==> src/rtl/mem_stream_loader_pkg.sv <==
// mem_stream_loader shared package.
// Loader state encoding and target memory geometry.
package mem_stream_loader_pkg;

  localparam int DEPTH          = 6144;
  localparam int ADDR_W         = 13;
  localparam int BYTES_PER_WORD = 4;

  typedef enum logic [1:0] {
    ST_IDLE,
    ST_FILL,
    ST_WRITE,
    ST_DONE
  } state_e;

endpackage

==> src/rtl/mem_stream_loader_byte_packer.sv <==
// Little-endian byte-to-word packer.
// Holds lane index, word accumulator and byteenable.
module mem_stream_loader_byte_packer
  import mem_stream_loader_pkg::*;
(
  input  logic        clk,
  input  logic        reset_n,
  input  logic        clear,
  input  logic        push,
  input  logic [7:0]  data,
  output logic [31:0] word,
  output logic [3:0]  be,
  output logic        word_full
);

  logic [1:0] lane;

  // Next push lands in the top lane and completes the word.
  assign word_full = (lane == 2'(BYTES_PER_WORD - 1));

  always_ff @(posedge clk or negedge reset_n) begin
    if (!reset_n) begin
      lane <= '0;
      word <= '0;
      be   <= '0;
    end else if (clear) begin
      lane <= '0;
      word <= '0;
      be   <= '0;
    end else if (push) begin
      word[{lane, 3'b000} +: 8] <= data;
      be[lane]                  <= 1'b1;
      lane                      <= lane + 2'd1;
    end
  end

endmodule

==> src/rtl/mem_stream_loader.sv <==
// Stream-to-memory loader: packs bytes into words
// and writes them over an Avalon-MM master port.
module mem_stream_loader #(
  parameter int ADDR_W = mem_stream_loader_pkg::ADDR_W,
  parameter int DEPTH  = mem_stream_loader_pkg::DEPTH,
  parameter int LEN_W  = 16
) (
  input  logic              clk,
  input  logic              reset_n,
  input  logic              start,
  input  logic              abort,
  input  logic [ADDR_W-1:0] base_addr,
  input  logic [LEN_W-1:0]  byte_count,
  input  logic [7:0]        in_data,
  input  logic              in_valid,
  output logic              in_ready,
  output logic [ADDR_W-1:0] mem_address,
  output logic [3:0]        mem_byteenable,
  output logic              mem_chipselect,
  output logic              mem_write,
  output logic [31:0]       mem_writedata,
  output logic              busy,
  output logic              done,
  output logic              err
);

  import mem_stream_loader_pkg::*;

  state_e             state;
  logic [LEN_W-1:0]   remaining;
  logic               wr_q;
  logic               accept;
  logic               pk_clear;
  logic               word_full;
  logic [31:0]        words;
  logic [31:0]        end_addr;
  logic               range_bad;

  assign accept         = in_valid & in_ready;
  assign mem_chipselect = wr_q;
  assign mem_write      = wr_q;

  assign pk_clear = (state == ST_WRITE)
                  | ((state == ST_FILL) & abort)
                  | ((state == ST_IDLE) & start);

  // Last word written is base + words - 1, so this also rules out wrap.
  always_comb begin
    words = (32'(byte_count) + 32'(BYTES_PER_WORD - 1))
          / 32'(BYTES_PER_WORD);
    end_addr  = 32'(base_addr) + words;
    range_bad = (32'(base_addr) >= 32'(DEPTH))
              || (end_addr > 32'(DEPTH));
  end

  mem_stream_loader_byte_packer u_packer (
    .clk       (clk),
    .reset_n   (reset_n),
    .clear     (pk_clear),
    .push      (accept),
    .data      (in_data),
    .word      (mem_writedata),
    .be        (mem_byteenable),
    .word_full (word_full)
  );

  always_ff @(posedge clk or negedge reset_n) begin
    if (!reset_n) begin
      state       <= ST_IDLE;
      mem_address <= '0;
      remaining   <= '0;
      in_ready    <= 1'b0;
      wr_q        <= 1'b0;
      busy        <= 1'b0;
      done        <= 1'b0;
      err         <= 1'b0;
    end else begin
      done <= 1'b0;
      err  <= 1'b0;
      wr_q <= 1'b0;
      unique case (state)
        ST_IDLE: begin
          if (start) begin
            if (range_bad) begin
              err <= 1'b1;
            end else if (byte_count == '0) begin
              state <= ST_DONE;
              done  <= 1'b1;
              busy  <= 1'b1;
            end else begin
              state       <= ST_FILL;
              mem_address <= base_addr;
              remaining   <= byte_count;
              in_ready    <= 1'b1;
              busy        <= 1'b1;
            end
          end
        end
        ST_FILL: begin
          if (abort) begin
            state    <= ST_IDLE;
            in_ready <= 1'b0;
            busy     <= 1'b0;
          end else if (accept) begin
            remaining <= remaining - 1'b1;
            if (word_full || remaining == LEN_W'(1)) begin
              state    <= ST_WRITE;
              in_ready <= 1'b0;
              wr_q     <= 1'b1;
            end
          end
        end
        ST_WRITE: begin
          mem_address <= mem_address + 1'b1;
          if (abort) begin
            state <= ST_IDLE;
            busy  <= 1'b0;
          end else if (remaining != '0) begin
            state    <= ST_FILL;
            in_ready <= 1'b1;
          end else begin
            state <= ST_DONE;
            done  <= 1'b1;
          end
        end
        ST_DONE: begin
          state <= ST_IDLE;
          busy  <= 1'b0;
        end
        default: state <= ST_IDLE;
      endcase
    end
  end

endmodule

==> config.mk <==
export PLATFORM = sky130hd
export DESIGN_NAME = mem_stream_loader
export DESIGN_NICKNAME = d
export VERILOG_FILES = /design/src/rtl/mem_stream_loader_pkg.sv /design/src/rtl/mem_stream_loader_byte_packer.sv /design/src/rtl/mem_stream_loader.sv
export SDC_FILE = /design/constraint.sdc
export NUM_CORES = 1
export LEC_CHECK = 0
export ABC_CLOCK_PERIOD_IN_PS = 6100
export BUFFER_PORTS_ARGS = -buffer_cell sky130_fd_sc_hd__buf_4
export CAP_MARGIN = 5
export CORE_MARGIN = 3
export CORE_UTILIZATION = 54
export DETAILED_ROUTE_END_ITERATION = 6
export PLACE_DENSITY_LB_ADDON = 0.1
export SYNTH_ARGS = -nofsm -noshare
export SYNTH_HDL_FRONTEND = slang
export SYNTH_SLANG_ARGS = --single-unit
==> constraint.sdc <==
create_clock -name clk -period 6.1 [get_ports clk]
set_input_delay 1.22 -clock clk [delete_from_list [all_inputs] [get_ports clk]]
set_output_delay 1.22 -clock clk [all_outputs]
set_load 0.05 [all_outputs]
Word level (Yosys, flattened, before mapping)
Cells that the tools add are included.
Word-level totals
  register bits after elaboration: 74
  output and inout port bits: 55
  logic and storage cells: 114
Cells by class
  add/sub/neg operators: 6
  order comparisons: 4
  eq/ne operators: 15
  shift operators: 2
  multiplexer cells: 54
  bitwise logic cells: 6
  reductions and logical operators: 16
Operators by type and width (number)
  16-bit 2-to-1 mux: 5
  32-bit 2-to-1 mux: 2
  13-bit 2-to-1 mux: 3
  32-bit bitwise mux: 1
  16-bit case mux with 2 select lines: 1
  8-bit by 7-bit variable shift with 32-bit output, first input constant: 1
  8-bit by 7-bit indexed part select with 32-bit output: 1
  13-bit case mux with 2 select lines: 1
  1-bit 2-to-1 mux: 24
  2-bit 2-to-1 mux: 10
  16-bit by 2-bit adder with 17-bit output, second input constant: 1
  13-bit by 15-bit adder with 16-bit output: 1
  16-bit by 1-bit equality test with 1-bit output, second input constant: 1
  16-bit by 13-bit > comparator with 1-bit output, second input constant: 1
  16-bit zero test: 1
  16-bit nonzero test: 1
  16-bit by 1-bit subtractor with 16-bit output, second input constant: 1
  13-bit by 1-bit adder with 13-bit output, second input constant: 1
  13-bit >= comparator, second input constant: 1
  2-bit inequality test, second input constant: 6
  4-bit 2-to-1 mux: 2
  2-bit case mux with 4 select lines: 1
  4-bit AND reduction: 2
  8-bit AND reduction: 1
  other kinds (23): 33

Depth between registers and ports, before layout
  depth in word-level cells: 7
  mapped depth: 18

Cells and area by module
A second synthesis with hierarchy kept.
Second synthesis, totals
  cell total of the unflattened synthesis: 540
  area total of the unflattened synthesis: 4987.3 um2
Modules (own cells, without submodules)
  mem_stream_loader: instances 1, cells an instance 420, area each 3333.2 um2
  mem_stream_loader_byte_packer: instances 1, cells an instance 120, area each 1654.1 um2

Worst setup path after synthesis
Ideal clock, no wire load.
  path type: input -> register
  start point: in byte_count[1]
  end point: reg mem_address[1]
  data arrival time: 4.813 ns
  data required time: 5.972 ns
  setup slack: 1.159 ns
  stages on the path: 17
  path buffers: 2
  cell sequence: o21a_1 -> and4_1 -> and4_1 -> clkbuf_1 -> nand2_1 -> xnor2_1 -> ha_1 -> a21oi_1 -> o21ai_0 -> a31o_1 -> a2111o_1 -> a211o_1 -> a311o_1 -> buf_6 -> nor2_8 -> a21o_1 -> mux2_1
On the way
  cells in the longest elaborated chain, start to end: 6
Ends and longest elaborated chain
  start, declared: line mem_stream_loader.sv:13  | input logic [LEN_W-1:0] byte_count,
  16-bit by 2-bit adder with 17-bit output: line mem_stream_loader.sv:49  | words = (32'(byte_count) + 32'(BYTES_PER_WORD - 1))
  13-bit by 15-bit adder with 16-bit output: line mem_stream_loader.sv:51  | end_addr = 32'(base_addr) + words;
  16-bit by 13-bit > comparator with 1-bit output: line mem_stream_loader.sv:53  | || (end_addr > 32'(DEPTH));
  1-bit logical OR: line mem_stream_loader.sv:53
  2-bit inequality test (no line)
  4-bit AND reduction (no line) *
  end signal, assigned: line mem_stream_loader.sv:92  | mem_address <= base_addr;
  end signal, assigned: line mem_stream_loader.sv:114  | mem_address <= mem_address + 1'b1;
  end, declared: line mem_stream_loader.sv:17  | output logic [ADDR_W-1:0] mem_address,
Mark *: on every way between the ends. The rest lies on a longest branch, timed or not.
A chain may end at the register's enable or synchronous reset.

Final worst setup path
  start point: in byte_count[1]
  end point: reg mem_address[6]
The elaborated chain is that of the path after synthesis.

==> results.yml <==
global_routing:
  grt_pass1_wl_mm: 22.6
  grt_use_total_pct: 27.3
  grt_max_degree: 75
  first_global_vias: 4453
  antenna_found_initial: 0
  grt_overflow: 0
yosys:
  synth-simple-area-share_pct: 21.8
  synth_edf_count: 0
  synthTopCellsByArea: "dfrtp_1 (37%), ha_1 (6.7%), nor2_1 (3.8%), a22oi_1 (3.1%), mux2i_1 (3.0%)"
  ys_seq_area_share_pct: 36.9
  muxShareOfSynthArea_pct: 3.44
  avgSynthCellArea_um2: 9.25
  synth.largest_area_cell: "dfrtp_1"
  synth_cells: 543
  synth_area_um2: 5020
  synth.distinct_cells: 74
  async_flop_share_pct: 100
  syn_nets: 613
  synth-seq-cells: 74
  synth_fa_ha_area_share_pct: 7.13
  synth_top_area_share_pct: 36.9
  yosys_warnings: 0
  synth_compound_area_share_pct: 23.9
  synthFlopType: "dfrtp_1"
  synth_top_family_by_area: "compound AO/OA/AOI/OAI gates"
  synth_xor_area_share_pct: 2.62
critical_path:
  crit_required_ps: 6330
  crit_family: "compound AO/OA/AOI/OAI gates"
  cp_max_fo: 13
  reg2reg_slack_ps: 2700
  worstSetupPathType: "in -> reg"
  path_cells: "buf_4, o21a_1, and4_1, and4_1, nand2_1, xnor2_1, ha_1, a21oi_1, o21ai_0, a31o_1, a2111o_1, a211o_1, a311o_1, o21ai_4, mux2i_1, nor3_2"
  reg2reg_to: "u_packer.word[17]$_DFFE_PN0P_"
  critPathMaxStageDelay_ps: 550
  rr_startpoint: "state[1]$_DFFE_PN0P_"
  endpoint_kind: "flop"
  crit_path_start_kind: "input port"
  cp.arrival_ps: 5380
  critical_path.slowest_cell: "a311o_1"
  cp_num_buf_inv: 1
  r2r_cells: 7
  crit_top_cell: "and4_1"
layout:
  num_antenna_cells: 0
  stdcell_area_um2: 5920
  mostFrequentLayoutCell: "buf_4"
  drive_above_1_share_pct: 22.0
  nFillCells: 756
  regArea_um2: 1850
  nets: 697
  post-route-util_pct: 66.5
  layout_common_cells: "buf_4 (99), dfrtp_1 (74), nor2_1 (51)"
  multi_input_area_um2: 2960
  area_delta_synth_final_pct: 17.8
clock_network:
  cts_setup_buffers: 0
  cts_root_buffer: "clkbuf_8"
  cts_hold_buf: 0
  htreeDepth: 3
  cts_made_buffers: 9
  cts_resized: 0
  clockBufferDepth: 2
  cts_tree: "yes"
  cts.sinks: 74
  clk_latency_ps: 350
  clk_pin_slew_worst_paths_ps: 80
pwr:
  comb_power_share_pct: 54.5
  p_int_w: 0.00123
  p_switching_w: 0.00122
  power_leakage_nw: 2.75
  power_frac_seq_pct: 31.3
  switching_share_pct: 49.7
  p_per_area_nw_per_um2: 414
  clkPwrFrac_pct: 14.2
  vdd_drop_max_mv: 0.198
timing:
  min_period_over_period_pct: 84.5
  setup_tns_ps: 0
  finalSetupViolCount: 0
  worstMarginPinSlew_ps: 1040
  rsz0062_at_grt: "false"
  finalMaxSlewViolations: 0
  fin_ws_ps: 945
  finClkSkew_ps: 15.7
  final_hold_viol_count: 0
  timing.fmax_mhz: 194
  period_needed_ps: 5150
  slew_headroom_pct: 30.4
worst_hold_path:
  worstHoldPathCells: 2
  min_to: "remaining[14]$_DFFE_PN0P_"
  hold_path_class: "reg -> reg"
  min_from: "remaining[14]$_DFFE_PN0P_"
floorplan:
  ios: 97
  die_w_um: 102
  num_rows: 34
  start_util_pct: 56.5
  die-area_um2: 10500
  core-area_um2: 8890
  fp.dieH_um: 102
route:
  drtIter0Drc: 416
  vias_per_cell: 6.38
  drc_errors: 0
  drt_pre_antenna_iters: 5
  postRouteAntennaNets: 0
  wl_per_cell_um: 19.0
  num_vias: 4714
  totalWireLength_mm: 14.0
run:
  cap_violations: 0
placed_design:
  gp_congestion: 0.901
  dp_slack_ps: 671
  portBuffers: 96
  placed_area_um2: 5750
  hpwlAfterDp_mm: 10.4
status:
  status: "completed"
==> logic make-up (layout without fill, tap and decap cells) <==
family	count (synthesis)	in the layout
buffers and inverters	43	131
AO/OA/AOI/OAI	163	163
flip-flops	74	74
AND/OR/NAND/NOR	203	203
adder cells (fa/ha/maj)	28	28
multiplexers	17	17
XOR/XNOR	15	15
==> Yosys cell counts (6+ instances only) <==
cell and count:
nand2b_1 6, ha_1 27, a22o_1 16, xnor2_1 9, o21ai_0 23, dfrtp_1 74, nand3_1 21, o22a_1 6
nor2_1 51, a22oi_1 21, nor3b_1 11, clkbuf_1 17, nand2_1 32, inv_1 17, mux2i_1 15, o31ai_1 9
nor3_1 18, a31oi_1 11, a21oi_1 28, xor2_1 6, nor3_2 6, and3_1 14, or4_1 8, nor4_1 6
==> worst max path at each step <==
| stage | startpoint | to | slack (ps) | cells after the start |
|---|---|---|---|---|
| after global placement | byte_count[1] | mem_address[2]$_DFFE_PN0P_ | 770 | 16 |
| after floorplan | byte_count[1] | mem_address[1]$_DFFE_PN0P_ | 1160 | 17 |
| final | byte_count[1] | mem_address[6]$_DFFE_PN0P_ | 950 | 16 |
| after global routing | byte_count[1] | mem_address[10]$_DFFE_PN0P_ | 720 | 16 |
| after detailed placement | byte_count[1] | mem_address[5]$_DFFE_PN0P_ | 670 | 16 |
| after CTS | byte_count[1] | mem_address[6]$_DFFE_PN0P_ | 1040 | 16 |
==> power groups by stage <==
| stage | Clock [W] | Combinational, W | Sequential [W] |
|---|---|---|---|
| after global routing | 0.000373 | 0.00146 | 0.000785 |
| after detailed placement | 0 | 0.00132 | 0.000771 |
| final | 0.000348 | 0.00133 | 0.000767 |
| after floorplan | 0 | 0.000787 | 0.000970 |
| after CTS | 0.000355 | 0.00133 | 0.000762 |
| after global placement | 0 | 0.00129 | 0.000761 |
==> worst register-to-register path, cell delays in order, from the launching register on <==
cell	delay (ps)
dfrtp_1	350
inv_1	70
ha_1	490
a21oi_1	260
nand2_1	500
or3_1	550
nor3_1	840
a22o_1	270
==> layer usage <==
| layer | vias up | GRT usage [%] | part of all wire, % |
|---|---|---|---|
| met3 | 22 | 4.71 | 6.9 |
| met2 | 171 | 43.2 | 47 |
| met4 | 0 | 7.06 | 1.6 |
| met5 | - | 0 | 0 |
| met1 | 2295 | 38.9 | 44 |
| li1 | 2226 | - | - |
==> registers in the layout (all words and copies together) (netlist names) <==
name	count
u_packer.word	32
mem_chipselect	1
remaining	16
mem_address	13
in_ready	1
state	2
u_packer.be	4
err	1
u_packer.lane	2
done	1
busy	1
==> through the flow <==
stage	hold WS [ps]	power (W)	std cells
floorplan	457	0.00176	543
global placement	474	0.00205	724
detailed placement	487	0.00209	724
CTS	512	0.00244	739
global route	534	0.00262	739
finish	508	0.00245	739
==> layout make-up <==
type,count,share of cell area [%]
multi-input cells,426,50.0
flip-flops and latches,74,31.3
repair buffers,99,12.6
well taps,108,2.28
clock buffers,9,2.09
inverters,17,1.08
clock inverters,6,0.719
No activity file was read; power rests on OpenSTA's default activity.
